[config.mk]
export PLATFORM = sky130hd
export DESIGN_NAME = boot_loader
export DESIGN_NICKNAME = d
export VERILOG_FILES = /design/src/rtl/boot_pkg.sv /design/src/rtl/boot_word_asm.sv /design/src/rtl/boot_loader.sv
export SDC_FILE = /design/constraint.sdc
export NUM_CORES = 1
export LEC_CHECK = 0
export ABC_AREA = 1
export ABC_CLOCK_PERIOD_IN_PS = 4050
export BUFFER_PORTS_ARGS = -buffer_cell sky130_fd_sc_hd__buf_2
export CORE_AREA = 2 2 104 106
export DETAILED_ROUTE_END_ITERATION = 8
export DIE_AREA = 0 0 106 108
export PLACE_DENSITY = 0.81
export SETUP_SLACK_MARGIN = 0.5
export SYNTH_ARGS = -nofsm -noshare
export SYNTH_HDL_FRONTEND = slang
export SYNTH_SLANG_ARGS = --single-unit
export TNS_END_PERCENT = 100
[constraint.sdc]
create_clock -name clk_i -period 4.05 [get_ports clk_i]
set_input_delay 0.81 -clock clk_i [delete_from_list [all_inputs] [get_ports clk_i]]
set_output_delay 0.81 -clock clk_i [all_outputs]
set_load 0.02 [all_outputs]
[src/rtl/boot_pkg.sv]
// Shared types and constants for the boot loader: FSM state encoding, header size,
// checksum width and the state decode that tells whether a state takes stream bytes.
package boot_pkg;

  typedef enum logic [2:0] {
    HDR0,
    HDR1,
    INSTR,
    CLEAR,
    DATA,
    CKSUM,
    RUN,
    ERROR
  } boot_state_e;

  localparam int HDR_BYTES = 2;
  localparam int CKSUM_W   = 8;

  // States in which the loader is willing to take a byte from the stream.
  function automatic logic boot_accepts(input boot_state_e s);
    logic v;
    case (s)
      HDR0, HDR1, INSTR, DATA, CKSUM: v = 1'b1;
      default:                        v = 1'b0;
    endcase
    return v;
  endfunction

endpackage

[src/rtl/boot_word_asm.sv]
// Four-byte little-endian word assembler: bytes shift in from the top, the word is
// presented combinationally together with a done pulse when the fourth byte arrives.
module boot_word_asm
  import boot_pkg::*;
(
  input  logic        clk_i,
  input  logic        rst_n_i,
  input  logic        clr_i,
  input  logic        byte_valid_i,
  input  logic [7:0]  byte_i,
  output logic [31:0] word_o,
  output logic        word_done_o
);

  logic [1:0]  r_lane;
  logic [23:0] r_low;

  assign word_done_o = byte_valid_i && (r_lane == 2'd3);
  assign word_o      = {byte_i, r_low};

  // Lane counter and lower three bytes; a right shift leaves byte 0 in bits 7:0.
  always_ff @(posedge clk_i or negedge rst_n_i) begin
    if (!rst_n_i) begin
      r_lane <= 2'd0;
      r_low  <= 24'h000000;
    end else if (clr_i) begin
      r_lane <= 2'd0;
    end else if (byte_valid_i) begin
      r_lane <= r_lane + 2'd1;
      r_low  <= {byte_i, r_low[23:8]};
    end
  end

endmodule

[src/rtl/boot_loader.sv]
// Boot loader: takes a framed byte stream, fills instruction/data memory, zeroes the unused
// instruction words and then releases the CPU. Trailing checksum byte enabled by BOOT_CHECKSUM_EN.
module boot_loader
  import boot_pkg::*;
#(
  parameter int IMEM_DEPTH = 256,
  parameter int IMEM_AW    = 8,
  parameter int DMEM_AW    = 5,
  parameter int DATA_BYTES = 4
) (
  input  logic               clk_i,
  input  logic               rst_n_i,
  input  logic [7:0]         byte_i,
  input  logic               byte_valid_i,
  output logic               byte_ready_o,
  output logic               imem_we_o,
  output logic [IMEM_AW-1:0] imem_addr_o,
  output logic [31:0]        imem_data_o,
  output logic               dmem_we_o,
  output logic [DMEM_AW-1:0] dmem_addr_o,
  output logic [7:0]         dmem_data_o,
  output logic               start_o,
  output logic               err_o
);

  localparam logic [IMEM_AW:0]   W_ONE   = (IMEM_AW+1)'(1);
  localparam logic [IMEM_AW:0]   W_DEPTH = (IMEM_AW+1)'(IMEM_DEPTH);
  localparam logic [IMEM_AW:0]   W_LAST  = (IMEM_AW+1)'(IMEM_DEPTH - 1);
  localparam logic [15:0]        HDR_MAX = 16'(IMEM_DEPTH);
  localparam logic [DMEM_AW-1:0] D_ONE   = DMEM_AW'(1);
  localparam logic [DMEM_AW-1:0] D_LAST  = DMEM_AW'(DATA_BYTES - 1);

  boot_state_e        r_state, w_next_state;
  logic               r_ready, w_acc;
  logic [7:0]         r_n_lo;
  logic [15:0]        w_hdr_n;
  logic               w_hdr_bad;
  logic [IMEM_AW:0]   r_n, r_widx;
  logic [DMEM_AW-1:0] r_didx;
  logic               w_asm_valid, w_asm_clr, w_word_done, w_last_word;
  logic [31:0]        w_word, w_imem_data;
  logic               w_imem_we, w_dmem_we;
  logic               r_imem_we, r_dmem_we, r_start, r_err;
  logic [IMEM_AW-1:0] r_imem_addr;
  logic [31:0]        r_imem_data;
  logic [DMEM_AW-1:0] r_dmem_addr;
  logic [7:0]         r_dmem_data;
`ifdef BOOT_CHECKSUM_EN
  logic [CKSUM_W-1:0] r_csum;
`endif

  assign w_acc       = byte_valid_i && r_ready;
  // Count is judged at full 16 bits so e.g. 0x0201 cannot alias to a legal value.
  assign w_hdr_n     = {byte_i, r_n_lo};
  assign w_hdr_bad   = (w_hdr_n == 16'd0) || (w_hdr_n > HDR_MAX);
  assign w_asm_valid = w_acc && (r_state == INSTR);
  assign w_asm_clr   = (r_state != INSTR);
  assign w_last_word = w_word_done && (r_widx == (r_n - W_ONE));

  boot_word_asm u_word_asm (
    .clk_i        (clk_i),
    .rst_n_i      (rst_n_i),
    .clr_i        (w_asm_clr),
    .byte_valid_i (w_asm_valid),
    .byte_i       (byte_i),
    .word_o       (w_word),
    .word_done_o  (w_word_done)
  );

  // State register.
  always_ff @(posedge clk_i or negedge rst_n_i) begin
    if (!rst_n_i) begin
      r_state <= HDR0;
    end else begin
      r_state <= w_next_state;
    end
  end

  // Next-state decode and the write strobes that get registered below.
  always_comb begin
    w_next_state = r_state;
    w_imem_we    = 1'b0;
    w_imem_data  = 32'h00000000;
    w_dmem_we    = 1'b0;
    case (r_state)
      HDR0: begin
        if (w_acc) w_next_state = HDR1;
        else       w_next_state = r_state;
      end
      HDR1: begin
        if (w_acc) begin
          if (w_hdr_bad) w_next_state = ERROR;
          else           w_next_state = INSTR;
        end else begin
          w_next_state = r_state;
        end
      end
      INSTR: begin
        w_imem_we   = w_word_done;
        w_imem_data = w_word;
        if (w_last_word) begin
          if (r_n == W_DEPTH) w_next_state = DATA;
          else                w_next_state = CLEAR;
        end else begin
          w_next_state = r_state;
        end
      end
      CLEAR: begin
        w_imem_we = 1'b1;
        if (r_widx == W_LAST) w_next_state = DATA;
        else                  w_next_state = r_state;
      end
      DATA: begin
        w_dmem_we = w_acc;
        if (w_acc && (r_didx == D_LAST)) begin
`ifdef BOOT_CHECKSUM_EN
          w_next_state = CKSUM;
`else
          w_next_state = RUN;
`endif
        end else begin
          w_next_state = r_state;
        end
      end
      CKSUM: begin
`ifdef BOOT_CHECKSUM_EN
        if (w_acc) begin
          if (byte_i == r_csum) w_next_state = RUN;
          else                  w_next_state = ERROR;
        end else begin
          w_next_state = r_state;
        end
`else
        w_next_state = ERROR;
`endif
      end
      RUN:     w_next_state = RUN;
      ERROR:   w_next_state = ERROR;
      default: w_next_state = ERROR;
    endcase
  end

  // Header capture plus word and data byte counters; the word counter also walks CLEAR.
  always_ff @(posedge clk_i or negedge rst_n_i) begin
    if (!rst_n_i) begin
      r_n_lo <= 8'h00;
      r_n    <= {(IMEM_AW+1){1'b0}};
      r_widx <= {(IMEM_AW+1){1'b0}};
      r_didx <= {DMEM_AW{1'b0}};
    end else begin
      if ((r_state == HDR0) && w_acc) r_n_lo <= byte_i;
      if ((r_state == HDR1) && w_acc) begin
        r_n    <= w_hdr_n[IMEM_AW:0];
        r_widx <= {(IMEM_AW+1){1'b0}};
        r_didx <= {DMEM_AW{1'b0}};
      end else begin
        if (w_imem_we) r_widx <= r_widx + W_ONE;
        if (w_dmem_we) r_didx <= r_didx + D_ONE;
      end
    end
  end

`ifdef BOOT_CHECKSUM_EN
  // XOR of every payload byte; header bytes are left out.
  always_ff @(posedge clk_i or negedge rst_n_i) begin
    if (!rst_n_i) begin
      r_csum <= {CKSUM_W{1'b0}};
    end else if (r_state == HDR1) begin
      r_csum <= {CKSUM_W{1'b0}};
    end else if (w_acc && ((r_state == INSTR) || (r_state == DATA))) begin
      r_csum <= r_csum ^ byte_i;
    end
  end
`endif

  // Registered outputs; address/data only move together with their strobe.
  always_ff @(posedge clk_i or negedge rst_n_i) begin
    if (!rst_n_i) begin
      r_ready     <= 1'b0;
      r_imem_we   <= 1'b0;
      r_imem_addr <= {IMEM_AW{1'b0}};
      r_imem_data <= 32'h00000000;
      r_dmem_we   <= 1'b0;
      r_dmem_addr <= {DMEM_AW{1'b0}};
      r_dmem_data <= 8'h00;
      r_start     <= 1'b0;
      r_err       <= 1'b0;
    end else begin
      r_ready   <= boot_accepts(w_next_state);
      r_imem_we <= w_imem_we;
      if (w_imem_we) begin
        r_imem_addr <= r_widx[IMEM_AW-1:0];
        r_imem_data <= w_imem_data;
      end
      r_dmem_we <= w_dmem_we;
      if (w_dmem_we) begin
        r_dmem_addr <= r_didx;
        r_dmem_data <= byte_i;
      end
      r_start <= (r_state == RUN);
      r_err   <= (w_next_state == ERROR);
    end
  end

  assign byte_ready_o = r_ready;
  assign imem_we_o    = r_imem_we;
  assign imem_addr_o  = r_imem_addr;
  assign imem_data_o  = r_imem_data;
  assign dmem_we_o    = r_dmem_we;
  assign dmem_addr_o  = r_dmem_addr;
  assign dmem_data_o  = r_dmem_data;
  assign start_o      = r_start;
  assign err_o        = r_err;

endmodule

; ---- Word-level counts from Yosys, hierarchy flattened
; Index checks and enable logic that the tools add are counted.
[word_totals]
register_bits = 118
[op_classes]
n_addsub = 4
n_eq_ne = 18
order_cmp = 1
mux = 18
bitwise_logic = 1
reduce_logical = 17
[ops]
columns = operator, n
row1 = 32-bit 2-to-1 mux, 1
row2 = "3-bit equality test, second input constant", 7
row3 = 3-bit 2-to-1 mux, 7
row4 = 3-bit one-hot mux with 7 select lines, 1
row5 = 9-bit 2-to-1 mux, 2
row6 = "16-bit by 9-bit greater-than comparator with 1-bit output, second input constant", 1
row7 = 16-bit zero test, 1
row8 = 5-bit 2-to-1 mux, 2
row9 = "9-bit by 1-bit adder with 9-bit output, second input constant", 1
row10 = "3-bit by 2-bit equality test with 1-bit output, second input constant", 3
row11 = "9-bit by 8-bit equality test with 1-bit output, second input constant", 1
row12 = 9-bit equality test, 1
row13 = "9-bit equality test, second input constant", 1
row14 = "9-bit by 1-bit subtractor with 9-bit output, second input constant", 1
row15 = 1-bit logical AND, 7
row16 = "3-bit by 1-bit equality test with 1-bit output, second input constant", 2
row17 = 3-bit zero test, 2
row18 = 2-bit nonzero test, 3
row19 = "5-bit by 1-bit adder with 5-bit output, second input constant", 1
row20 = "5-bit by 2-bit equality test with 1-bit output, second input constant", 1
row21 = 5-bit OR reduction, 1
row22 = 2-bit 2-to-1 mux, 2
row23 = "3-bit by 2-bit != test with 1-bit output, second input constant", 1
row24 = "2-bit by 1-bit adder with 2-bit output, second input constant", 1
row25 = 7 further kinds, 8

; ---- Logic depth before layout (Yosys ltp)
[logic_depth]
word_depth = 9
ltp_mapped = 17
ltp_nobuf = 17

; ---- Cells and area by module
; From an unflattened synthesis, not the netlist that was laid out.
[unflattened]
cells_unflattened = 619
area_unflattened_um2 = 5231.3
[by_module_without_submodules]
columns = module, cells_per_inst, instances, area_each_um2, seq_area_each_um2
row1 = boot_loader, 493, 1, 4102.7, 2302.2
row2 = boot_word_asm, 126, 1, 1128.6, 650.6

; ---- Worst setup path before layout
; Ideal clock, no wire load.
[synth_timing]
path_type = input port to flip-flop
start = input port byte_valid_i
end = register r_ready, in the netlist byte_ready_o
path_stages = 13
slack_ns = 2.073
required_time_ns = 3.932
n_path_buf = 0
arrival_time_ns = 1.859
path_cell_list = nand2_1 > nor2_8 > nand2_2 > nor2_1 > nand3_1 > nor2_2 > nand2_1 > nand2_1 > nand3_1 > nand2_1 > nand2_1 > nand2_1 > nand2_1
[synth_via]
elab_chain_cells = 9
[synth_rtl]
columns = element, line_no
row1 = start: declaration, boot_loader.sv:14  ; input logic byte_valid_i,
row2 = 1-bit logical AND (*), boot_loader.sv:52  ; assign w_acc = byte_valid_i && r_ready;
row3 = 1-bit logical AND, boot_loader.sv:56  ; assign w_asm_valid = w_acc && (r_state == INSTR);
row4 = 1-bit logical AND, boot_word_asm.sv:18  ; assign word_done_o = byte_valid_i && (r_lane == 2'd3);
row5 = 1-bit logical AND, boot_loader.sv:58  ; assign w_last_word = w_word_done && (r_widx == (r_n - W_ONE));
row6 = 3-bit 2-to-1 mux, boot_loader.sv:101  ; if (w_last_word) begin
row7 = 3-bit one-hot mux with 7 select lines (*), boot_loader.sv:85  ; case (r_state)
row8 = 3-bit by 1-bit equality test with 1-bit output (tied with other cells), boot_pkg.sv:22  ; case (s)
row9 = 5-bit OR reduction (*), boot_pkg.sv:22
row10 = 1-bit 2-to-1 mux (*), boot_pkg.sv:22
row11 = end signal: assignment, boot_loader.sv:189  ; r_ready <= boot_accepts(w_next_state);
row12 = end: declaration, boot_loader.sv:34  ; logic r_ready, w_acc;
; Mark *: on every way between the ends. The rest lies on a longest branch, timed or not.
; A chain may end at the register's enable or synchronous reset.

; ---- Final worst setup path
[layout_timing]
start = register r_state[2]
end = register r_widx[7]
[layout_via]
elab_chain_cells = 5
[layout_rtl]
columns = element, line_no
row1 = start: declaration, boot_loader.sv:33  ; boot_state_e r_state, w_next_state;
row2 = start signal: assignment, boot_loader.sv:75  ; r_state <= w_next_state;
row3 = 3-bit by 2-bit equality test with 1-bit output, "boot_loader.sv:56, boot_loader.sv:85"
row4 = 1-bit logical AND, boot_loader.sv:56
row5 = 1-bit logical AND, boot_word_asm.sv:18
row6 = 1-bit one-hot mux with 2 select lines, boot_loader.sv:85
row7 = 2-bit nonzero test (no source line), --
row8 = end signal: assignment, boot_loader.sv:148  ; r_widx <= {(IMEM_AW+1){1'b0}};
row9 = end signal: assignment, boot_loader.sv:154  ; r_widx <= {(IMEM_AW+1){1'b0}};
row10 = end signal: assignment, boot_loader.sv:157  ; if (w_imem_we) r_widx <= r_widx + W_ONE;
row11 = end: declaration, boot_loader.sv:38  ; logic [IMEM_AW:0] r_n, r_widx;
; Several ways; a longest one is shown, not always the timed one.

==> summary.md <==
| Metric | Value |
|---|---|
| Outcome | `complete, no violations` |
| Hold Path Class | `in -> async` |
| Nets | `about 650` |
| Total gr overflow | `0` |
| Top delay family on crit path | `simple AND/OR/NAND/NOR gates` |
| I/O Buffers | `between 60 and 70` |
| Syn Nets | `582` |
| DRC errors left | `0` |
| Longest Clk Path Bufs | `2` |
| 1st-pass router iterations | `5` |
| Num CTS Buffers | `17` |
| Most used routing layer | `met2` |
| Crit-path slowest cell | `nor2_8` |
| Htree depth | `4` |
| Slew Limit Fails | `0` |
| Hold buffers post-CTS | `0` |
| Clk slew on worst S/H paths | `around 60 ps` |
| Seq/Total Area, Yosys | `0.5855` |
| Mean Syn Cell Area | `8.911 um^2` |
| Setup-failing EPs final | `0` |
| FILL cells | `834` |
| Synth Flop Type | `dfrtp_1` |
| CP bufs+invs | `3` |
| Final ANT Viol Nets | `0` |
| Final Cycle Share | `0.6815` |
| Layout area overhead | `20.52%` |
| # diodes | `0` |
| Largest fanout on the critical path | `35` |
| WL/cell | `about 15 um` |
| Die height | `108 um` |
| Tot GR Track Use | `0.2190` |
| Die W | `106 um` |
| CTS tree | `yes` |
| DR vias | `4128` |
| Commonest non-fill, non-tap cell in the layout | `nand2_1` |
| Largest net degree at the start of global routing | `64` |
| Core area | `0.01023 mm^2` |
| Worst Max-Slew Pin Slew | `approximately 750 ps` |
| Crit start category | `flip-flop` |
| Area of the die | `0.01145 mm^2` |
| Max Cap Viol | `0` |
| Count of state elements after synthesis | `118` |
| Final hold violations | `0` |
| Final min period | `around 2800 ps` |
| Final std cell area, no fill | `~0.0061 mm^2` |
| IO Count | `69` |
| Power per cell area | `between 400 and 500 mW/mm^2` |
| Antenna violations before repair | `0` |
| Footprint of the multi-input gates | `about 0.0018 mm^2` |
| Routability cong. | `a little over 0.9` |
| Crit Path Category | `reg -> reg` |
| Post-CTS Setup Bufs | `0` |
| Fmax | `0.3623 GHz` |
| Clk Tree Root Cell | `clkbuf_8` |
| Initial core utilization | `0.4930` |
| CP endpoint kind | `flip-flop` |
| Synth area leader | `dfrtp_1` |
| Peak supply drop | `about 310 uV` |
| Cells after synthesis | `566` |
| Syn Std Cell Area | `0.005044 mm^2` |
| YS warnings | `0` |
| DR vias/cell | `5.252` |
| Async SR Flop Fraction | `1.000` |
| Worst Skew | `7.295 ps` |
| Cell Rows | `37` |
| Placed cell area | `0.005500 mm^2` |
| Yosys top cell area share | `0.5855` |
| Resize count post-CTS | `0` |
| Post-synth EDFFs | `0` |
| Share of layout cells above drive strength 1 | `0.1785` |
| First-pass GRT wire length | `about 20 mm` |
| Vias in the first global route | `4018` |
| Routing usage on met2 | `0.3539` |
| GR Layer Usage met3 | `0.04219` |
| Iter 0 DRT Violations | `273` |
| Crit path arrival time | `about 3200 ps` |
| Grt met1 use | `0.2972` |
| Crit-path cells | `inv_1, nand3_4, nor2_8, nand2_2, nand2_2, inv_2, nor2_4, nand3_1, nor2_1, inv_1, o21ai_1, a21oi_1` |
| Clock Sinks | `118` |
| RSZ-0062 raised after global routing | `no` |
| Post-detail-place hpwl | `7.811 mm` |
| Most frequent cells in the layout | `169 x nand2_1, 118 x dfrtp_1, 71 x o21ai_0` |
| Worst path max stage delay | `between 400 and 500 ps` |
| WP data required | `4450 ps` |
| Clk_lat worst skew | `520 ps` |
| Synth cell types | `33` |
| Final WL | `around 11 mm` |
| Register area | `0.002953 mm^2` |
| Final TNS setup | `0 ps` |
| Leakage | `3.178 nW` |
| Slew headroom | `0.4991` |
| Largest cells by area after synthesis | `dfrtp_1 59%, nand2_1 13%, o21ai_0 7.0%, inv_1 4.6%, o31ai_1 3.6%` |
## per-stage QoR
step	std cells	hold slack, ps	util	setup WS (ps)	power (W)
after global routing	786	428.2	0.5941	971.9	0.002766
after CTS	786	388.0	0.5941	1306	0.002703
after floorplan	566	453.0	-	2073	0.001220
after global placement	754	461.1	0.5376	1383	0.001258
after detailed placement	754	461.1	0.5376	1195	0.001260
final	786	360.3	0.5941	1290	0.002691
## final cells by class
| class | instances | share of cell area |
|---|---|---|
| Clock buffer | 18 | 0.07040 |
| Clock inverter | 14 | 0.02470 |
| Inverter | 65 | 0.04014 |
| Multi-Input combinational cell | 362 | 0.2884 |
| Sequential cell | 118 | 0.4858 |
| Tap cell | 136 | 0.02800 |
| Timing Repair Buffer | 73 | 0.06258 |
## final timing paths
check	start	to	slack, ps	cells after the start
max	r_state[2]$_DFF_PN0_	r_widx[7]$_DFFE_PN0P_	1290	12
min	rst_n_i	imem_data_o[21]$_DFFE_PN0P_	360	1
max reg2reg	r_state[2]$_DFF_PN0_	r_widx[7]$_DFFE_PN0P_	1290	12
min reg2reg	imem_data_o[1]$_DFFE_PN0P_	imem_data_o[1]$_DFFE_PN0P_	470	2
max in group asynchronous	rst_n_i	r_widx[3]$_DFFE_PN0P_	2810	2
min in group clk_i	imem_data_o[1]$_DFFE_PN0P_	imem_data_o[1]$_DFFE_PN0P_	470	2
## cells by family (layout without fill, tap and decap cells)
group                      Yosys count  in the layout  synth area share
AOI/OAI and AO/OA                  113            113            0.1270
xor gates and xnor gates             5              5          0.008684
adders and majority gates            5              5           0.01240
buffers and inverters               86            170           0.06698
DFF                                118            118            0.5855
and+or+nand+nor                    239            239            0.1995
## sequential cells by signal, indices dropped and copies added (netlist names), 2 cells and up
register           flops
dmem_data_o            8
r_n_lo                 8
r_state                3
r_widx                 9
r_didx                 5
u_word_asm.r_lane      2
imem_addr_o            8
r_n                    9
dmem_addr_o            5
imem_data_o           32
u_word_asm.r_low      24
## report_power, final
part           switching [W]  internal, W
Sequential        0.00000258      0.00118
Combinational      0.0000405    0.0000109
Clock               0.000558     0.000895
Total               0.000601      0.00209
## cell usage after synthesis, types with 2 or more instances
cell type and count:
nor2_1 25, dfrtp_1 118, clkbuf_1 13, inv_2 2, nand3_1 23, o21bai_1 3, nand2_1 169, nand4_1 3
ha_1 5, xor2_1 3, nand2_2 2, o31ai_1 24, nor2_2 2, inv_1 62, a21oi_1 11, buf_2 6
xnor2_1 2, o21ai_0 71, nor3_1 8
## routing by layer
metal  wire length [um]  up-vias
met2               5582      145
li1                   -     1979
met3                582       18
met1               5123     1986
met5                  0        -
met4                162        0
## worst reg2reg max path: stages, from the launching register on
cell,delay [ps]
dfrtp_1,380
inv_1,180
nand3_4,350
nor2_8,460
nand2_2,110
nand2_2,230
inv_2,220
nor2_4,150
nand3_1,120
nor2_1,170
inv_1,90
o21ai_1,140
a21oi_1,60
Note: power is estimated with default switching activity, not from simulation.
